<file path="config.mk">
export PLATFORM = sky130hd
export DESIGN_NAME = multicycle_ctrl
export DESIGN_NICKNAME = d
export VERILOG_FILES = /design/src/rtl/mips_defs.sv /design/src/rtl/mc_out_decode.sv /design/src/rtl/multicycle_ctrl.sv
export SDC_FILE = /design/constraint.sdc
export NUM_CORES = 1
export LEC_CHECK = 0
export ABC_AREA = 0
export CAP_MARGIN = 20
export CORE_ASPECT_RATIO = 0.9
export CORE_MARGIN = 2
export CORE_UTILIZATION = 45
export CTS_CLUSTER_SIZE = 10
export DETAILED_ROUTE_END_ITERATION = 6
export DONT_BUFFER_PORTS = 1
export HOLD_SLACK_MARGIN = 0.05
export SLEW_MARGIN = 10
export SYNTH_ARGS = -nofsm -noshare
export SYNTH_HDL_FRONTEND = slang
export SYNTH_SLANG_ARGS = --single-unit
</file>
<file path="constraint.sdc">
create_clock -name clk -period 3 [get_ports clk]
set_input_delay 0.6 -clock clk [delete_from_list [all_inputs] [get_ports clk]]
set_output_delay 0.6 -clock clk [all_outputs]
set_load 0.01 [all_outputs]
</file>
<file path="src/rtl/mips_defs.sv">
// Shared encodings for the multicycle MIPS controller:
// opcodes, FSM states, datapath mux selects and the control bundle.
package mips_defs;

  localparam logic [5:0] OP_RTYPE = 6'b000000;
  localparam logic [5:0] OP_LW    = 6'b100011;
  localparam logic [5:0] OP_SW    = 6'b101011;
  localparam logic [5:0] OP_BEQ   = 6'b000100;
  localparam logic [5:0] OP_J     = 6'b000010;
  localparam logic [5:0] OP_ADDI  = 6'b001000;

  typedef enum logic [3:0] {
    S_IDLE   = 4'd0,
    S_FETCH  = 4'd1,
    S_DECODE = 4'd2,
    S_MEMADR = 4'd3,
    S_MEMRD  = 4'd4,
    S_MEMWB  = 4'd5,
    S_MEMWR  = 4'd6,
    S_EXEC   = 4'd7,
    S_ALUWB  = 4'd8,
    S_BRANCH = 4'd9,
    S_JUMP   = 4'd10,
    S_ADDIEX = 4'd11,
    S_ADDIWB = 4'd12,
    S_TRAP   = 4'd13
  } state_e;

  localparam logic [1:0] ALU_ADD   = 2'b00;
  localparam logic [1:0] ALU_SUB   = 2'b01;
  localparam logic [1:0] ALU_FUNCT = 2'b10;

  localparam logic [1:0] SRCB_B      = 2'b00;
  localparam logic [1:0] SRCB_4      = 2'b01;
  localparam logic [1:0] SRCB_IMM    = 2'b10;
  localparam logic [1:0] SRCB_IMM_SH = 2'b11;

  localparam logic [1:0] PCS_ALU    = 2'b00;
  localparam logic [1:0] PCS_ALUOUT = 2'b01;
  localparam logic [1:0] PCS_JUMP   = 2'b10;

  typedef struct packed {
    logic       iord;
    logic       mem_read;
    logic       mem_write;
    logic       ir_write;
    logic       reg_dst;
    logic       reg_write;
    logic       mem_to_reg;
    logic       alu_src_a;
    logic [1:0] alu_src_b;
    logic [1:0] alu_op;
    logic [1:0] pc_source;
    logic       pc_en;
  } ctrl_t;

endpackage

</file>
<file path="src/rtl/mc_out_decode.sv">
// Moore output decode of the multicycle controller; only the IR/PC
// enables look at mem_ready and zero.
module mc_out_decode
  import mips_defs::*;
(
  input  state_e state,
  input  logic   mem_ready,
  input  logic   zero,
  output ctrl_t  ctrl
);

  always_comb begin
    ctrl = '0;
    unique case (state)
      S_FETCH: begin
        ctrl.mem_read  = 1'b1;
        ctrl.alu_src_b = SRCB_4;
        ctrl.alu_op    = ALU_ADD;
        ctrl.pc_source = PCS_ALU;
        ctrl.ir_write  = mem_ready;
        ctrl.pc_en     = mem_ready;
      end
      S_DECODE: begin
        ctrl.alu_src_b = SRCB_IMM_SH;
        ctrl.alu_op    = ALU_ADD;
      end
      S_MEMADR, S_ADDIEX: begin
        ctrl.alu_src_a = 1'b1;
        ctrl.alu_src_b = SRCB_IMM;
        ctrl.alu_op    = ALU_ADD;
      end
      S_MEMRD: begin
        ctrl.mem_read = 1'b1;
        ctrl.iord     = 1'b1;
      end
      S_MEMWB: begin
        ctrl.mem_to_reg = 1'b1;
        ctrl.reg_write  = 1'b1;
      end
      S_MEMWR: begin
        ctrl.mem_write = 1'b1;
        ctrl.iord      = 1'b1;
      end
      S_EXEC: begin
        ctrl.alu_src_a = 1'b1;
        ctrl.alu_src_b = SRCB_B;
        ctrl.alu_op    = ALU_FUNCT;
      end
      S_ALUWB: begin
        ctrl.reg_dst   = 1'b1;
        ctrl.reg_write = 1'b1;
      end
      S_ADDIWB: begin
        ctrl.reg_write = 1'b1;
      end
      S_BRANCH: begin
        ctrl.alu_src_a = 1'b1;
        ctrl.alu_src_b = SRCB_B;
        ctrl.alu_op    = ALU_SUB;
        ctrl.pc_source = PCS_ALUOUT;
        ctrl.pc_en     = zero;
      end
      S_JUMP: begin
        ctrl.pc_source = PCS_JUMP;
        ctrl.pc_en     = 1'b1;
      end
      default: ctrl = '0;
    endcase
  end

endmodule

</file>
<file path="src/rtl/multicycle_ctrl.sv">
// Multicycle MIPS control FSM: next-state, sticky illegal flag and
// retired-instruction counter; outputs come from mc_out_decode.
module multicycle_ctrl
  import mips_defs::*;
#(
  parameter int CNT_W = 16
) (
  input  logic             clk,
  input  logic             rst,
  input  logic [5:0]       op,
  input  logic             zero,
  input  logic             mem_ready,
  output logic             iord,
  output logic             mem_read,
  output logic             mem_write,
  output logic             ir_write,
  output logic             reg_dst,
  output logic             reg_write,
  output logic             mem_to_reg,
  output logic             alu_src_a,
  output logic [1:0]       alu_src_b,
  output logic [1:0]       alu_op,
  output logic [1:0]       pc_source,
  output logic             pc_en,
  output logic [3:0]       state,
  output logic             illegal,
  output logic [CNT_W-1:0] retired
);

  state_e           state_q, state_d;
  logic             illegal_q, illegal_d;
  logic [CNT_W-1:0] retired_q, retired_d;
  logic             done;
  ctrl_t            ctrl;

  always_comb begin
    state_d = state_q;
    unique case (state_q)
      S_IDLE:   state_d = S_FETCH;
      S_FETCH:  if (mem_ready) state_d = S_DECODE;
      S_DECODE: begin
        unique case (op)
          OP_RTYPE:     state_d = S_EXEC;
          OP_LW, OP_SW: state_d = S_MEMADR;
          OP_BEQ:       state_d = S_BRANCH;
          OP_J:         state_d = S_JUMP;
          OP_ADDI:      state_d = S_ADDIEX;
          default:      state_d = S_TRAP;
        endcase
      end
      // op is expected stable since DECODE; anything else traps
      S_MEMADR: begin
        if (op == OP_LW)      state_d = S_MEMRD;
        else if (op == OP_SW) state_d = S_MEMWR;
        else                  state_d = S_TRAP;
      end
      S_MEMRD:  if (mem_ready) state_d = S_MEMWB;
      S_MEMWR:  if (mem_ready) state_d = S_FETCH;
      S_EXEC:   state_d = S_ALUWB;
      S_ADDIEX: state_d = S_ADDIWB;
      S_MEMWB, S_ALUWB, S_ADDIWB,
      S_BRANCH, S_JUMP:
                state_d = S_FETCH;
      S_TRAP:   state_d = S_TRAP;
      default:  state_d = S_IDLE;
    endcase
  end

  always_comb begin
    done = (state_d == S_FETCH) &&
           (state_q inside {S_MEMWB, S_MEMWR, S_ALUWB,
                            S_ADDIWB, S_BRANCH, S_JUMP});
    retired_d = retired_q + {{(CNT_W-1){1'b0}}, done};
    illegal_d = illegal_q | (state_d == S_TRAP);
  end

  always_ff @(posedge clk or negedge rst) begin
    if (!rst) begin
      state_q   <= S_IDLE;
      illegal_q <= 1'b0;
      retired_q <= '0;
    end else begin
      state_q   <= state_d;
      illegal_q <= illegal_d;
      retired_q <= retired_d;
    end
  end

  mc_out_decode u_dec (
    .state     (state_q),
    .mem_ready (mem_ready),
    .zero      (zero),
    .ctrl      (ctrl)
  );

  assign iord       = ctrl.iord;
  assign mem_read   = ctrl.mem_read;
  assign mem_write  = ctrl.mem_write;
  assign ir_write   = ctrl.ir_write;
  assign reg_dst    = ctrl.reg_dst;
  assign reg_write  = ctrl.reg_write;
  assign mem_to_reg = ctrl.mem_to_reg;
  assign alu_src_a  = ctrl.alu_src_a;
  assign alu_src_b  = ctrl.alu_src_b;
  assign alu_op     = ctrl.alu_op;
  assign pc_source  = ctrl.pc_source;
  assign pc_en      = ctrl.pc_en;
  assign state      = state_q;
  assign illegal    = illegal_q;
  assign retired    = retired_q;

endmodule

</file>
==> results.tsv <==
metric	value	unit
Synth Area in Simple Gates	25.8	%
number of synthesized register bits	21	
setup_tns	0	ns
Hold Crit Class	in -> reg	
clk_lat worst skew	0.30	ns
first-pass GRT wire length	3.88	mm
Setup Fix Bufs, Post-CTS	0	
Tot GR Track Use	16.1	%
fin worst setup slack	0.322	ns
VDD IR-drop max	437	uV
RSZ-0062 raised after global routing	no	
htree depth	1	
Initial DRT Pass Iterations	4	
Synth top cells by count	dfrtp_1, nor2_1, xnor2_1, nand2_1, nand3_1	
FF/Latch Area	528	um2
clock sinks	21	
post-synth net total	153	
Initial Util	46.6	%
final WL	2.54	mm
status	finished, final reports clean	
die area	3260	um2
Crit Path Category	reg -> reg	
1st-iter DRT viols	61	
Worst-Margin Slew	0.903	ns
Min Clock Period, post-route	2.68	ns
Post-synth top flop	dfrtp_1	
DP HPWL	1.93	mm
synth top area cells	dfrtp_1, xnor2_1, xor2_1	
Leak Pwr	0.616	nW
Slew Limit Fails	0	
max cap viols	0	
n_diodes	0	
area occupied by multi-input gates	728	um2
Core Region	2730	um2
Final Skew	0.00861	ns
Critical path buffers and inverters	0	
number of instances in the placed design	184	
synthesized cell area	1270	um2
total power	0.00105	W
WL/cell	13.5	um
critical path required time	3.23	ns
CP Max Fanout	6	
Vias/cell	5.42	
total gr overflow	0	
vias in the first global route	846	
PwrDens	749	nW/um2
initial antenna violation count	0	
# setup viols final	0	
DRC Markers	0	
Max-slew headroom	39.6	%
clock slew at reported path FFs	0.11	ns
Port Buf Inserts	0	
crit-path cells	or4b_4, a31oi_1, o21ai_1, nand2b_1, a211oi_2, ha_2, ha_1, and4_1, and3_1, nor2b_2, nand3_1, xnor2_1	
Final Hold Violating Endpoints	0	
CTS tree	done	
Cells after Synth	141	
CP top delay family	simple AND/OR/NAND/NOR gates	
CP max-delay cell	or4b_4	
Final #Nets	162	
Ports	46	
Final period util	89.3	%
root buffer cell	clkbuf_4	
YS warnings	0	
largest stage delay on the critical path	0.55	ns
mux cell area share after synthesis	0.789	%
Yosys cell types	38	
ANT nets after route	0	
via count	1025	
Die W	60.0	um
# rows	18	
adder-cell area share of the yosys netlist	1.97	%
asr flop ratio synth	100	%
post-synthesis compound-gate area fraction	15.4	%
Mean Syn Cell Area	9.00	um2
Post-synth EDFFs	0	
most common cell in the netlist	dfrtp_1	
Max Root-Sink Buffers	2	
clock buffer count from CTS	3	
Die Height	54.4	um
Synth Area in XOR/XNOR	12.4	%
Routability Congestion	0.783	
Finished Layout Cells	189	
fillers	257	
largest family of logic cells by synthesized area	simple AND/OR/NAND/NOR gates	
largest net degree at the start of global routing	22	
Synth top area share	41.4	%
sequential fraction of the synthesis area	41.4	%
Area Growth Syn to Fin	10.9	%
pre-CTS setup slack	-0.0682	ns
utilization of the core after routing	51.7	%
Setup crit end kind	flop	
fmax	373	MHz
Worst Path Arrival	2.90	ns
critical path startpoint category	flop	
cell taking the most area after synthesis	dfrtp_1	
share of cells above drive strength 1	13.4	%
[cell type report]
| cell class | count | area share [%] |
|---|---|---|
| clock buffers | 3 | 1.60 |
| clock inverters | 1 | 0.356 |
| inverters | 3 | 0.800 |
| multi-input cells | 113 | 51.7 |
| flip-flops and latches | 21 | 37.5 |
| well taps | 40 | 3.56 |
| repair buffers | 8 | 4.44 |
[cell usage in the layout, fill, tap and decap left out, types with 6 or more instances in the layout]
cell and count:
nand2_1 9, a21oi_1 6, nor2_1 15, buf_4 7, xnor2_1 11, xor2_1 7
dfrtp_1 19, o21ai_0 6, nor3_1 6, nand3_1 8, nand2b_1 6
[layer usage]
metal	share of wire (%)	routed length, um	vias to the layer above	GRT usage (%)
met4	0.83	21	0	4.44
met1	51	1310	473	22.8
met3	6.8	173	5	7.09
met2	41	1040	30	22.1
met5	0	0	-	0
li1	-	-	517	-
[power by group]
| group | total [W] | switching [W] | internal, W |
|---|---|---|---|
| registers | 0.000440 | 0.0000965 | 0.000343 |
| clock network | 0.000131 | 0.0000815 | 0.0000497 |
| logic | 0.000483 | 0.000290 | 0.000192 |
[cell families (layout without fill, tap and decap cells)]
group,Yosys count,after routing
simple gates,63,63
buf+inv,7,15
xor+xnor,18,18
fa+ha+maj,2,2
flops,21,21
mux,1,1
compound gates,29,29
[registers in the layout, summed over array words and instances, names as in the netlist]
name,cells
illegal,1
retired,16
state,4
[stage by stage]
stage | cell area [um2] | hold WS, ns
finish | 1410 | 0.459
CTS | 1390 | 0.445
global route | 1410 | 0.450
floorplan | 1270 | 0.304
detailed placement | 1360 | 0.305
global placement | 1360 | 0.305
[final timing paths]
check / startpoint / cells after the start / to / slack (ns)
max in group asynchronous: rst / 1 / state[3] / 1.52
min in group asynchronous: rst / 1 / retired[7] / 0.86
setup / recovery: state[3] / 12 / retired[14] / 0.32
hold reg to reg: retired[15] / 1 / retired[15] / 0.54
setup reg to reg: state[3] / 12 / retired[14] / 0.32
hold / removal: op[4] / 2 / state[0] / 0.46
[repair_timing]
| item | CTS | global route |
|---|---|---|
| hold endpoints to repair | 21 | 0 |
| gates resized for setup | 0 | 6 |
| hold buffers | 1 | 0 |
| endpoints found under the setup margin | 0 | 3 |
(Power assumes the default switching activity.)
